### src/rtl/core_pkg.sv
// Shared definitions for the interrupt controller: FSM state encoding, ID width,
// default vector placement and the fixed-priority helper.
package core_pkg;

    localparam int IRQ_ID_W = 3;
    localparam int MAX_IRQ  = 1 << IRQ_ID_W;

    localparam logic [15:0] DEFAULT_VEC_BASE   = 16'h0008;
    localparam int          DEFAULT_VEC_STRIDE = 4;

    typedef enum logic [1:0] {
        IDLE = 2'd0,
        REQ  = 2'd1,
        SVC  = 2'd2
    } irq_state_e;

    // Lowest set index wins; scanning downwards lets the last hit be the lowest.
    function automatic logic [IRQ_ID_W-1:0] lowest_set(input logic [MAX_IRQ-1:0] bits);
        logic [IRQ_ID_W-1:0] idx;
        idx = '0;
        for (int i = MAX_IRQ - 1; i >= 0; i--) begin
            if (bits[i]) idx = IRQ_ID_W'(i);
        end
        return idx;
    endfunction

endpackage

### src/rtl/irq_sync.sv
// Multi-bit synchroniser for the external request lines. With IRQ_EDGE_EN defined, req is a
// one-cycle pulse on each rising edge of the synchronised line; otherwise it is the level itself.
module irq_sync
    import core_pkg::*;
#(
    parameter int WIDTH  = 4,
    parameter int STAGES = 2
) (
    input  logic             clk,
    input  logic             reset,
    input  logic [WIDTH-1:0] async_in,
    output logic [WIDTH-1:0] req
);

    logic [WIDTH-1:0] stage_q [STAGES];

    // NOTE: the whole flop chain is reset; a stale 1 left in any stage would otherwise
    // surface after reset as a request (or a fake rising edge) nobody raised.
    always_ff @(posedge clk) begin
        if (reset) begin
            for (int i = 0; i < STAGES; i++) stage_q[i] <= '0;
        end else begin
            // NOTE: non-blocking assignments make each stage take its neighbour's old value,
            // so the chain shifts by exactly one flop per clock regardless of statement order.
            stage_q[0] <= async_in;
            for (int i = 1; i < STAGES; i++) stage_q[i] <= stage_q[i-1];
        end
    end

`ifdef IRQ_EDGE_EN
    logic [WIDTH-1:0] last_q;

    always_ff @(posedge clk) begin
        if (reset) last_q <= '0;
        else       last_q <= stage_q[STAGES-1];
    end

    assign req = stage_q[STAGES-1] & ~last_q;
`else
    assign req = stage_q[STAGES-1];
`endif

endmodule

### src/rtl/irq_ctrl.sv
// Interrupt controller: synchronises, latches, masks and prioritises request lines and runs the
// request/ack/rti handshake towards the sequencer. Optional macro IRQ_EDGE_EN selects edge mode.
module irq_ctrl
    import core_pkg::*;
#(
    parameter int                  NUM_IRQ     = 4,
    parameter int                  SYNC_STAGES = 2,
    parameter int                  PMA_SIZE    = 16,
    parameter logic [PMA_SIZE-1:0] VEC_BASE    = PMA_SIZE'(DEFAULT_VEC_BASE),
    parameter int                  VEC_STRIDE  = DEFAULT_VEC_STRIDE
) (
    input  logic                clk,
    input  logic                reset,
    input  logic [NUM_IRQ-1:0]  irq_in,
    input  logic                ps_irq_gie,
    input  logic                ps_imask_wen,
    input  logic [NUM_IRQ-1:0]  ps_imask_wdt,
    input  logic                ps_irq_ack,
    input  logic                ps_irq_rti,
    output logic                interrupt,
    output logic [PMA_SIZE-1:0] irq_vec,
    output logic [IRQ_ID_W-1:0] irq_id,
    output logic [NUM_IRQ-1:0]  irq_pend,
    output logic [NUM_IRQ-1:0]  irq_imask,
    output logic                irq_busy
);

    irq_state_e          state_q;
    logic                interrupt_q;
    logic                busy_q;
    logic [IRQ_ID_W-1:0] id_q;
    logic [PMA_SIZE-1:0] vec_q;
    logic [NUM_IRQ-1:0]  imask_q;
    logic [NUM_IRQ-1:0]  req_evt;
    logic [NUM_IRQ-1:0]  pend;
    logic [NUM_IRQ-1:0]  eligible;
    logic [IRQ_ID_W-1:0] winner;
    logic [PMA_SIZE-1:0] winner_vec;

    irq_sync #(
        .WIDTH  (NUM_IRQ),
        .STAGES (SYNC_STAGES)
    ) u_sync (
        .clk      (clk),
        .reset    (reset),
        .async_in (irq_in),
        .req      (req_evt)
    );

`ifdef IRQ_EDGE_EN
    logic [NUM_IRQ-1:0] pend_q;
    logic [NUM_IRQ-1:0] ack_clr;

    // NOTE: every always_comb output gets a default first, so no path leaves it unassigned
    // and no latch is inferred.
    always_comb begin
        ack_clr = '0;
        if (state_q == REQ && ps_irq_ack) ack_clr = NUM_IRQ'(1'b1) << id_q;
    end

    // A new edge arriving in the ack cycle survives: the set term is applied after the clear.
    always_ff @(posedge clk) begin
        if (reset) pend_q <= '0;
        else       pend_q <= (pend_q & ~ack_clr) | req_evt;
    end

    assign pend = pend_q;
`else
    assign pend = req_evt;
`endif

    always_ff @(posedge clk) begin
        if (reset)             imask_q <= '0;
        else if (ps_imask_wen) imask_q <= ps_imask_wdt;
    end

    // Uses the registered mask, so a write in this cycle only affects the next evaluation.
    assign eligible   = ps_irq_gie ? (pend & imask_q) : '0;
    assign winner     = lowest_set(MAX_IRQ'(eligible));
    assign winner_vec = VEC_BASE + PMA_SIZE'(winner) * PMA_SIZE'(VEC_STRIDE);

    always_ff @(posedge clk) begin
        if (reset) begin
            state_q     <= IDLE;
            interrupt_q <= 1'b0;
            busy_q      <= 1'b0;
            id_q        <= '0;
            vec_q       <= VEC_BASE;
        end else begin
            case (state_q)
                IDLE: begin
                    if (|eligible) begin
                        id_q        <= winner;
                        vec_q       <= winner_vec;
                        interrupt_q <= 1'b1;
                        state_q     <= REQ;
                    end
                end
                // Committed: id/vec are frozen until the sequencer takes the vector.
                REQ: begin
                    if (ps_irq_ack) begin
                        interrupt_q <= 1'b0;
                        busy_q      <= 1'b1;
                        state_q     <= SVC;
                    end
                end
                SVC: begin
                    if (ps_irq_rti) begin
                        busy_q  <= 1'b0;
                        state_q <= IDLE;
                    end
                end
                default: begin
                    interrupt_q <= 1'b0;
                    busy_q      <= 1'b0;
                    state_q     <= IDLE;
                end
            endcase
        end
    end

    assign interrupt = interrupt_q;
    assign irq_vec   = vec_q;
    assign irq_id    = id_q;
    assign irq_pend  = pend;
    assign irq_imask = imask_q;
    assign irq_busy  = busy_q;

endmodule

### config.mk
export PLATFORM = sky130hd
export DESIGN_NAME = irq_ctrl
export DESIGN_NICKNAME = d
export VERILOG_FILES = /design/src/rtl/core_pkg.sv /design/src/rtl/irq_sync.sv /design/src/rtl/irq_ctrl.sv
export SDC_FILE = /design/constraint.sdc
export NUM_CORES = 1
export LEC_CHECK = 0
export BUFFER_PORTS_ARGS = -buffer_cell sky130_fd_sc_hd__buf_2
export CORE_MARGIN = 1
export CORE_UTILIZATION = 43
export DETAILED_ROUTE_END_ITERATION = 7
export GPL_TIMING_DRIVEN = 0
export PLACE_DENSITY = 0.77
export SYNTH_ARGS = -nofsm -noshare
export SYNTH_HDL_FRONTEND = slang
export SYNTH_SLANG_ARGS = --single-unit
### constraint.sdc
create_clock -name clk -period 1.1 [get_ports clk]
set_input_delay 0.22 -clock clk [delete_from_list [all_inputs] [get_ports clk]]
set_output_delay 0.22 -clock clk [all_outputs]
set_load 0.02 [all_outputs]
* After elaboration in Yosys (flattened, before gate mapping) *
Memory sizes are Yosys's and may differ from the RTL's.
Index checks and enable logic that the tools add are counted.
W data, S select, Z words.

storage, ports and cells
  output and inout bits = 29
  bits of input ports = 14
  logic and storage cells = 44
  memories kept = 1
  flip-flop bits (word level) = 27
  bits in writable memories = 8

cells by class
  bitwise gates (word level) = 5
  reductions and logical operators = 6
  add/subtract/negate cells = 1
  equal/unequal tests = 5
  multiplexer cells = 20

memory list
  name            depth  width  rd ports  clocked after Yosys merged registers in  wr ports  line            source
  u_sync.stage_q  2      4      2         0                                        2         irq_sync.sv:15  logic [WIDTH-1:0] stage_q [STAGES];

operator list
  operator               number
  $mux W4                3
  $mux W3                3
  $reduce_and A3 Y1      3
  $mux W2                4
  $mux W1                7
  $add A4 B5 Y6 const A  1
  $ne A2 B2 Y1 const B   3
  $pmux W1 S3            2
  $pmux W2 S3            1
  $and A4 B4 Y4          1
  $reduce_or A4 Y1       1
  $eq A2 B1 Y1 const B   1
  $eq A2 B2 Y1 const B   1
  $logic_not A2 Y1       1
  $not A1 Y1             2
  $or A1 B1 Y1           2
  $reduce_and A2 Y1      1

* Depth between registers and ports, before layout *
Gate-level depths: netlist of the first run.
An unclocked memory read counts as a cell.

  word-level depth = 8
  mapped depth = 4
  gate-level depth less buffers = 4

* Modules after synthesis *
A second synthesis of the first run with hierarchy kept.

second synthesis, totals
  cell total of the unflattened synthesis = 85
  area, all modules = 818.3 µm²

by module, submodules not included
  module    cells an instance  sequential area each (µm²)  instances  area each (µm²)
  irq_ctrl  65                 220.2                       1          578.1
  irq_sync  20                 160.2                       1          240.2

* Least setup slack after synthesis of the first run *
OpenSTA, ideal clock, no wires.

  path kind = register to register
  start point = register imask_q[3], in the netlist irq_imask[3]
  end point = register id_q[1], in the netlist irq_id[1]
  data required time = 985 ps
  setup slack = 55 ps
  clock period less this slack = 1045 ps
  data arrival time = 930 ps
  path buffers = 0
  stages on the path, launching flop included = 4
  library setup time = 115 ps
  cell sequence = dfxtp_1 a22o_1 and2_1 o21a_1

between the ends
  longest elaborated chain between the ends = 6
  elaborated cells on any way between the ends = 8
  classes of those cells = mux (5); bitwise (1); reduce/logical (2)

RTL lines
  element                   line            source
  start: declaration        irq_ctrl.sv:33  logic [NUM_IRQ-1:0] imask_q;
  start signal: assignment  irq_ctrl.sv:74  else if (ps_imask_wen) imask_q <= ps_imask_wdt;
  $and A4 B4 Y4 *           irq_ctrl.sv:78  assign eligible = ps_irq_gie ? (pend & imask_q) : '0;
  $mux W4 *                 irq_ctrl.sv:78
  $mux W2                   core_pkg.sv:22  if (bits[i]) idx = IRQ_ID_W'(i);
  $mux W3 (3 in series)     core_pkg.sv:22
  end signal: assignment    irq_ctrl.sv:93  id_q <= winner;
  end: declaration          irq_ctrl.sv:31  logic [IRQ_ID_W-1:0] id_q;

Mark *: on every way between the ends. The rest lies on a longest branch, timed or not.
A chain may end at the register's enable or synchronous reset.

==> results.sh, run 1 <==
export IMPL_yosys_warnings=0
export IMPL_n_antenna_cell=0
export IMPL_min_period_ns=1.12
export IMPL_gr_total_overflow=0
export IMPL_wl_um=1380
export IMPL_grt_pass1_vias=523
export IMPL_holdBufCountCts=0
export IMPL_clockPowerShare=0.266
export IMPL_multi_input_area_um2=333
export IMPL_crit_chain="buf_6 -> a22o_1 -> o21ai_2 -> nand3b_1 -> o21ai_0"
export IMPL_fillers=150
export IMPL_syn_area_um2=823
export IMPL_critPathKind="reg2reg"
export IMPL_p_total_mw=1.31
export IMPL_pre_cts_slack_ns=0.0625
export IMPL_drv_cap=0
export IMPL_place_hpwl_um=1040
export IMPL_numCtsBuffers=3
export IMPL_synthSimpleGateAreaFrac=0.167
export IMPL_drc=0
export IMPL_synthMuxAreaShare=0.0486
export IMPL_h_tree_depth=1
export IMPL_slowest_delay_ns=0.34
export IMPL_fp_dieW_um=45.8
export IMPL_status="finished, violations left"
export IMPL_port_buffers=27
export IMPL_finalInstanceArea_um2=1120
export IMPL_p_sw_frac=0.264
export IMPL_grt_usage=0.140
export IMPL_dr_total_vias=622
export IMPL_dr_first_iter_drc_count=7
export IMPL_endpoint_kind="flip-flop"
export IMPL_synthCells=85
export IMPL_via_per_inst=4.09
export IMPL_rows=15
export IMPL_comb_power_share=0.170
export IMPL_placedCellCount=150
export IMPL_ir_drop_uv=894
export IMPL_setup_viol=1
export IMPL_synth_compound_area_share=0.117
export IMPL_die_area_um2=2090
export IMPL_die_h_um=45.8
export IMPL_core_area_um2=1760
export IMPL_final_common_cell="buf_2"
export IMPL_fin_crit_sh=1.02
export IMPL_finalSetupTns_ns=-0.0224
export IMPL_synth_top_family_by_area="buffers and inverters"
export IMPL_path_clk_slew_ns=0.10
export IMPL_antenna_found_initial=0
export IMPL_ios=43
export IMPL_path_buf_inv=1
export IMPL_cts_buffer_depth=2
export IMPL_clockRootBuffer="clkbuf_4"
export IMPL_synth_seq_cells=19
export IMPL_path_delay_family="compound AO/OA/AOI/OAI gates"
export IMPL_slowest_stage="dfxtp_2"
export IMPL_layout_common_cells="buf_2, buf_4, conb_1, dfxtp_2, buf_6"
export IMPL_firstDrtPassIters=2
export IMPL_start_util=0.467
export IMPL_yosys_area_share_adder=0
export IMPL_clock_sinks=19
export IMPL_max_freq_ghz=0.891
export IMPL_synth_xor_area_share=0
export IMPL_hold_path_class="in2reg"
export IMPL_hold_viol_final=0
export IMPL_area_growth_pct=36.3
export IMPL_skew_ns=0.00194
export IMPL_post_route_util=0.636
export IMPL_ant_nets=0
export IMPL_failed_checks="negative setup slack"
export IMPL_post_drt_wl_per_cell_um=9.05
export IMPL_ys_types=22
export IMPL_worstSetupStartpointType="flip-flop"
export IMPL_grt_pass1_wl_um=2060
export IMPL_finalWorstSetupSlack_ns=-0.0224
export IMPL_power_leakage_nw=0.553
export IMPL_crit_required_ns=1.32
export IMPL_rsz0062_at_grt="yes"
export IMPL_clock_latency_ns=0.29
export IMPL_cts_tree="done"
export IMPL_gp_congestion=0.671
export IMPL_powerDensity_nw_per_um2=1160
export IMPL_placed_area_um2=1040
export IMPL_grt_max_degree=13
export IMPL_timing_hold_ws_ns=0.126
export IMPL_nets=142
export IMPL_seq_area_um2=394
export IMPL_final_layout_size_suffix_gt1_frac=0.504
export IMPL_critical_path_arrival_ns=1.34
export IMPL_synth_avg_cell_area_um2=9.69
export IMPL_fin_cells=152
export IMPL_yosysSeqAreaShare=0.462
export IMPL_report_final_slew_viol_count=0
export IMPL_seqPwrFrac=0.563
export IMPL_crit_fanout=4
export IMPL_internal_power_uw=962
export IMPL_switchingPower_uw=346
synth_stat cells (all sizes together):
cell,count,share of area
clkbuf,1,0.0046
a211oi,1,0.015
buf,21,0.19
mux2i,4,0.049
inv,1,0.0046
o21ai,5,0.035
or2b,1,0.0091
a32o,1,0.012
conb,1,0.0046
nand3b,2,0.018
and2,1,0.0076
nand2,5,0.023
dfxtp,19,0.46
o21a,1,0.0091
a22o,2,0.021
nor2,5,0.023
nand4b,1,0.011
nor3b,1,0.015
a21oi,4,0.024
nor2b,8,0.061
worst register-to-register path, stage by stage, from the launching register on:
cell,delay [ns]
dfxtp_2,0.34
buf_6,0.11
a22o_1,0.20
o21ai_2,0.21
nand3b_1,0.12
o21ai_0,0.09
final cells by class:
| cell class | count | area share |
|---|---|---|
| sequential | 19 | 0.351 |
| multi-input combinational | 56 | 0.297 |
| timing repair buffer | 28 | 0.164 |
| buffer | 19 | 0.130 |
| tap | 25 | 0.0279 |
| clock buffer | 3 | 0.0201 |
| clock inverter | 1 | 0.00669 |
| inverter | 1 | 0.00334 |
kinds of logic (layout without fill, tap and decap cells):
group,Yosys count,in the layout
simple gates,24,24
flops,19,19
compound gates,14,14
mux,4,4
buf+inv,23,52
other cells,1,14
power groups by stage:
stage	Clock, mW	Combinational, mW	Sequential (mW)
floorplan	0	0.146	0.760
global placement	0	0.208	0.747
detailed placement	0	0.210	0.748
CTS	0.366	0.218	0.735
global route	0.398	0.241	0.740
finish	0.348	0.223	0.736
flip-flops by register name, summed over array words and instances (netlist names):
register	cells
irq_busy	1
state_q	2
u_sync.stage_q	8
irq_imask	4
interrupt	1
irq_id	2
irq_vec	1
path summary, 6_finish.rpt:
| check | start | end | slack (ns) | depth (start not counted) |
|---|---|---|---|---|
| worst max-delay path | u_sync.stage_q[0][4] | irq_id[0] | -0.02 | 5 |
| worst min-delay path | irq_in[3] | u_sync.stage_q[0][3] | 0.13 | 2 |
| worst max register to register | u_sync.stage_q[0][4] | irq_id[0] | -0.02 | 5 |
| worst min register to register | u_sync.stage_q[0][3] | u_sync.stage_q[0][7] | 0.44 | 1 |
metal layers:
metal  vias to the layer above  global-route usage  part of all wire
li1                        330                   -                 -
met1                       261               0.165              0.43
met2                        31               0.234              0.48
met3                         0              0.0476             0.088
met4                         0              0.0529                 0
met5                         -                   0                 0
repair_timing:
item                       CTS  global route
setup endpoints to repair    7            11
gates resized for setup     21             6
pin swaps                    0             3
setup buffers                1             0
No activity file was read; power rests on OpenSTA's default activity.
==> run 2, diff against run 1 <==
--- a/config.mk
+++ b/config.mk
@@ -7,10 +7,10 @@
 export LEC_CHECK = 0
 export BUFFER_PORTS_ARGS = -buffer_cell sky130_fd_sc_hd__buf_2
 export CORE_MARGIN = 1
-export CORE_UTILIZATION = 43
+export CORE_UTILIZATION = 39
 export DETAILED_ROUTE_END_ITERATION = 7
 export GPL_TIMING_DRIVEN = 0
-export PLACE_DENSITY = 0.77
+export PLACE_DENSITY = 0.71
 export SYNTH_ARGS = -nofsm -noshare
 export SYNTH_HDL_FRONTEND = slang
 export SYNTH_SLANG_ARGS = --single-unit
==> run 2 against run 1 <==
The flow now finishes without violations. Core utilization decreased by 8.3 points. Final area decreased by 2.3%. Die area increased by 9.8%. Sequential share of layout area increased by 0.84 points. Sequential power about the same. Clock skew increased by 0.0050 ns. Worst setup slack improved by 0.070 ns. Clock power decreased by 2%. Register-to-register slack improved by 0.08 ns. Critical path type is now reg2out. Critical endpoint is now irq_imask[1].
==> results.sh, run 2 (synthesis results as in run 1) <==
export IMPL_status="completed"
export IMPL_wl_um=1380
export IMPL_finalInstanceArea_um2=1100
export IMPL_grt_max_degree=11
export IMPL_fp_dieW_um=47.9
export IMPL_gp_congestion=0.695
export IMPL_hp_start="irq_in[0]"
export IMPL_place_hpwl_um=1030
export IMPL_core_area_um2=1980
export IMPL_setup_viol=0
export IMPL_post_route_util=0.553
export IMPL_finalSetupTns_ns=0
export IMPL_worstHoldPathCells=2
export IMPL_max_freq_ghz=0.951
export IMPL_worstSetupStartpointType="flip-flop"
export IMPL_drv_cap=0
export IMPL_power_leakage_nw=0.537
export IMPL_grt_pass1_vias=469
export IMPL_die_h_um=47.9
export IMPL_area_growth_pct=33.1
export IMPL_layout_common_cells="buf_2, buf_4, conb_1, dfxtp_2"
export IMPL_skew_ns=0.00694
export IMPL_placed_area_um2=1040
export IMPL_rsz0062_at_grt="yes"
export IMPL_holdPathEnd="u_sync.stage_q[0][0]"
export IMPL_endpoint_kind="primary output"
export IMPL_gr_total_overflow=0
export IMPL_use_met1=0.164
export IMPL_slowest_delay_ns=0.38
export IMPL_ff2ff_setup_slack_ns=0.06
export IMPL_path_buf_inv=1
export IMPL_ir_drop_uv=922
export IMPL_dr_total_vias=628
export IMPL_critPathKind="reg2out"
export IMPL_cts_tree="done"
export IMPL_cts_buffer_depth=2
export IMPL_busiest_layer="met2"
export IMPL_via_per_inst=4.19
export IMPL_numCtsBuffers=3
export IMPL_die_area_um2=2300
export IMPL_clock_latency_ns=0.29
export IMPL_slowest_stage="dfxtp_2"
export IMPL_clockRootBuffer="clkbuf_4"
export IMPL_antenna_found_initial=0
export IMPL_clock_sinks=19
export IMPL_holdBufCountCts=0
export IMPL_report_final_slew_viol_count=0
export IMPL_h_tree_depth=1
export IMPL_post_cts_setup_buffer_count=0
export IMPL_start_util=0.415
export IMPL_min_period_ns=1.05
export IMPL_n_antenna_cell=0
export IMPL_hold_path_class="in2reg"
export IMPL_gr_usage_met3=0.0491
export IMPL_final_common_cell="buf_2"
export IMPL_drc=0
export IMPL_crit_chain="buf_2"
export IMPL_ant_nets=0
export IMPL_fin_cells=150
export IMPL_pre_cts_slack_ns=0.0549
export IMPL_fin_crit_sh=0.956
export IMPL_grt_usage=0.128
export IMPL_grt_pass1_wl_um=1930
export IMPL_top_register="u_sync.stage_q"
export IMPL_path_clk_slew_ns=0.10
export IMPL_crit_required_ns=0.88
export IMPL_placedCellCount=152
export IMPL_powerDensity_nw_per_um2=1180
export IMPL_port_buffers=27
export IMPL_largest_register_ffs=8
export IMPL_r2r_end="irq_id[1]"
export IMPL_timing_hold_ws_ns=0.131
export IMPL_use_met2=0.178
export IMPL_r2r_cells=3
export IMPL_p_total_mw=1.30
export IMPL_nets=138
export IMPL_dr_first_iter_drc_count=8
export IMPL_fillers=192
export IMPL_post_drt_wl_per_cell_um=9.21
export IMPL_crit_fanout=4
export IMPL_crit_reg2reg_launch="u_sync.stage_q[0][7]"
export IMPL_rows=16
export IMPL_firstDrtPassIters=4
export IMPL_critical_path_arrival_ns=0.83
export IMPL_path_delay_family="flip-flops"
export IMPL_hold_viol_final=0
export IMPL_ios=43
export IMPL_finalWorstSetupSlack_ns=0.0481
export IMPL_final_layout_size_suffix_gt1_frac=0.488
run 2: worst register-to-register path: cells and delay by family, from the launching register on:
kind | cells | cell delay [ns]
compound gates | 2 | 0.43
flops | 1 | 0.34
simple gates | 1 | 0.18
run 2: cell type report:
| class | count | area (µm²) | area share |
|---|---|---|---|
| Multi-Input combinational cell | 56 | 349 | 0.318 |
| Clock buffer | 4 | 26.3 | 0.0240 |
| Inverter | 1 | 3.75 | 0.00342 |
| Tap cell | 27 | 33.8 | 0.0308 |
| Buffer | 16 | 116 | 0.106 |
| Sequential cell | 19 | 394 | 0.360 |
| Timing Repair Buffer | 27 | 173 | 0.158 |
run 2: how the worst max path moves through the flow:
stage          cells after the start  slack [ns]      endpoint                  from
4_1_cts                            1       0.004  irq_imask[3]          irq_imask[3]
3_3_place_gp                       3        0.08     irq_id[0]  u_sync.stage_q[0][7]
6_report                           1        0.05  irq_imask[1]          irq_imask[1]
3_5_place_dp                       4        0.05     irq_id[0]  u_sync.stage_q[0][7]
2_1_floorplan                      3        0.06     irq_id[1]          irq_imask[3]
5_1_grt                            1       -0.01  irq_imask[1]          irq_imask[1]
run 2: timing repair:
action,4_1_cts,5_1_grt
gates resized for setup,18,9
pin swaps,0,4
endpoints found under the setup margin,6,6
gates cloned,0,0
run 2: routing by layer:
metal,routed length (µm),up-vias
li1,-,326
met1,625,272
met2,648,28
met3,95,2
met4,12,0
met5,0,-
run 2: power by group:
group          leakage (nW)  switching (mW)  internal (mW)
Combinational         0.362           0.116          0.101
Clock                0.0150           0.200          0.141
Sequential            0.160          0.0215          0.718
==> run 3, diff against run 2 <==
--- a/config.mk
+++ b/config.mk
@@ -5,12 +5,11 @@
 export SDC_FILE = /design/constraint.sdc
 export NUM_CORES = 1
 export LEC_CHECK = 0
-export BUFFER_PORTS_ARGS = -buffer_cell sky130_fd_sc_hd__buf_2
 export CORE_MARGIN = 1
 export CORE_UTILIZATION = 39
 export DETAILED_ROUTE_END_ITERATION = 7
+export DONT_BUFFER_PORTS = 1
 export GPL_TIMING_DRIVEN = 0
-export PLACE_DENSITY = 0.71
 export SYNTH_ARGS = -nofsm -noshare
 export SYNTH_HDL_FRONTEND = slang
 export SYNTH_SLANG_ARGS = --single-unit
==> constraint.sdc (replaced) <==
create_clock -name clk -period 1.1 [get_ports clk]
set_input_delay 0 -clock clk [delete_from_list [all_inputs] [get_ports clk]]
set_output_delay 0 -clock clk [all_outputs]
set_load 0.02 [all_outputs]
==> run 3 against run 2 <==
Worst hold slack worse by 0.11 ns. Non-clock buffer count is 9 lower. Clock power is 3% higher. Count of clock-buffer cells in the layout is 1 lower. Routed wire length down 5.3%. Global-route usage fell by 0.73 points. Sequential share of layout area barely moved. Flip-flop and latch count unchanged.
==> results.sh, run 3 (synthesis results as in run 1) <==
export IMPL_status="completed"
export IMPL_layout_common_cells="buf_4, conb_1, dfxtp_1, dlygate4sd3_1, nor2b_1"
export IMPL_worstSetupStartpointType="flip-flop"
export IMPL_pre_cts_slack_ns=-0.0239
export IMPL_critical_path_arrival_ns=1.33
export IMPL_finalInstanceArea_um2=1090
export IMPL_holdPathEnd="state_q[0]"
export IMPL_finalWorstSetupSlack_ns=0.00553
export IMPL_nets=129
export IMPL_die_area_um2=2300
export IMPL_gp_congestion=0.684
export IMPL_ios=43
export IMPL_dr_first_iter_drc_count=4
export IMPL_clock_latency_ns=0.29
export IMPL_fin_crit_sh=0.995
export IMPL_drc=0
export IMPL_skew_ns=0.00537
export IMPL_fin_cells=141
export IMPL_ir_drop_uv=919
export IMPL_rsz0062_at_grt="yes"
export IMPL_fillers=184
export IMPL_setup_viol=0
export IMPL_worstHoldPathCells=3
export IMPL_cts_buffer_depth=2
export IMPL_start_util=0.415
export IMPL_power_leakage_nw=0.490
export IMPL_placedCellCount=125
export IMPL_crit_required_ns=1.33
export IMPL_numCtsBuffers=3
export IMPL_ff2ff_setup_slack_ns=0.006
export IMPL_crit_fanout=4
export IMPL_clockRootBuffer="clkbuf_4"
export IMPL_report_final_slew_viol_count=0
export IMPL_timing_hold_ws_ns=0.0252
export IMPL_powerDensity_nw_per_um2=1190
export IMPL_grt_pass1_wl_um=1780
export IMPL_grt_usage=0.121
export IMPL_drv_cap=0
export IMPL_wl_um=1310
export IMPL_port_buffers=0
export IMPL_r2r_cells=4
export IMPL_hp_start="ps_irq_gie"
export IMPL_grt_max_degree=13
export IMPL_n_antenna_cell=0
export IMPL_via_per_inst=4.08
export IMPL_antenna_found_initial=0
export IMPL_hold_viol_final=0
export IMPL_ant_nets=0
export IMPL_dr_total_vias=575
export IMPL_placed_area_um2=906
export IMPL_final_layout_size_suffix_gt1_frac=0.316
export IMPL_path_clk_slew_ns=0.11
export IMPL_die_h_um=47.9
export IMPL_area_growth_pct=32.8
export IMPL_post_cts_setup_buffer_count=0
export IMPL_max_freq_ghz=0.914
export IMPL_hold_path_class="in2reg"
export IMPL_gr_total_overflow=0
export IMPL_r2r_end="irq_id[0]"
export IMPL_final_common_cell="buf_4"
export IMPL_grt_pass1_vias=437
export IMPL_fp_dieW_um=47.9
export IMPL_endpoint_kind="flip-flop"
export IMPL_core_area_um2=1980
export IMPL_firstDrtPassIters=2
export IMPL_rows=16
export IMPL_clock_sinks=19
export IMPL_finalSetupTns_ns=0
export IMPL_largest_register_ffs=8
export IMPL_h_tree_depth=1
export IMPL_critPathKind="reg2reg"
export IMPL_crit_reg2reg_launch="irq_imask[3]"
export IMPL_post_drt_wl_per_cell_um=9.28
export IMPL_top_register="u_sync.stage_q"
export IMPL_cts_tree="done"
export IMPL_min_period_ns=1.09
==> run 3: cell count changes in the layout (fill, tap and decap cells not counted), sizes merged <==
cell         change
clkinvlp         +1
clkbuf           -1
buf             -21
dlygate4sd3     +12
==> run 3: worst max-delay path by stage <==
stage | from | to | slack, ns | depth (start not counted)
finish | irq_imask[3] | irq_id[0] | 0.006 | 4
global route | irq_imask[3] | irq_id[0] | -0.07 | 4
CTS | irq_imask[1] | irq_id[0] | -0.01 | 4
detailed placement | irq_imask[2] | irq_id[0] | -0.02 | 4
global placement | irq_imask[3] | irq_id[0] | -0.03 | 3
floorplan | irq_imask[3] | irq_id[1] | 0.06 | 3
==> run 3: routing by layer <==
| metal | part of all wire | track usage |
|---|---|---|
| met2 | 0.50 | 0.195 |
| met5 | 0 | 0 |
| met3 | 0.086 | 0.0528 |
| met1 | 0.40 | 0.126 |
| met4 | 0.018 | 0.0833 |
==> run 3: timing repair <==
action	CTS	global route
hold buffers	12	0
setup endpoints to repair	4	4
gates resized for setup	5	8
pin swaps	1	4
hold endpoints to repair	17	0
==> run 3: power by group <==
part	switching [mW]	total (mW)	internal, mW
clock	0.212	0.350	0.138
combinational	0.0964	0.200	0.103
sequential	0.0362	0.750	0.714
==> run 3: cell type report <==
cell class,instances,area [µm²],share of cell area
clock inverters,1,7.51,0.00686
plain buffers,22,161,0.148
repair buffers,12,120,0.110
clock buffers,3,22.5,0.0206
flip-flops and latches,19,393,0.359
well taps,27,33.8,0.0309
inverters,1,3.75,0.00343
multi-input cells,56,352,0.322
==> run 3: per-stage QoR <==
stage | util | total power, mW
3_3_place_gp | 0.457 | 0.918
4_1_cts | 0.537 | 1.30
5_1_grt | 0.552 | 1.37
3_5_place_dp | 0.457 | 0.920
6_report | 0.552 | 1.30
2_1_floorplan | - | 0.906
==> run 3: critical path, cell delays in order, from the launching register on <==
cell	delay [ns]
dfxtp_4	0.39
a22o_4	0.28
o21ai_4	0.19
nand3b_1	0.09
o21ai_1	0.08
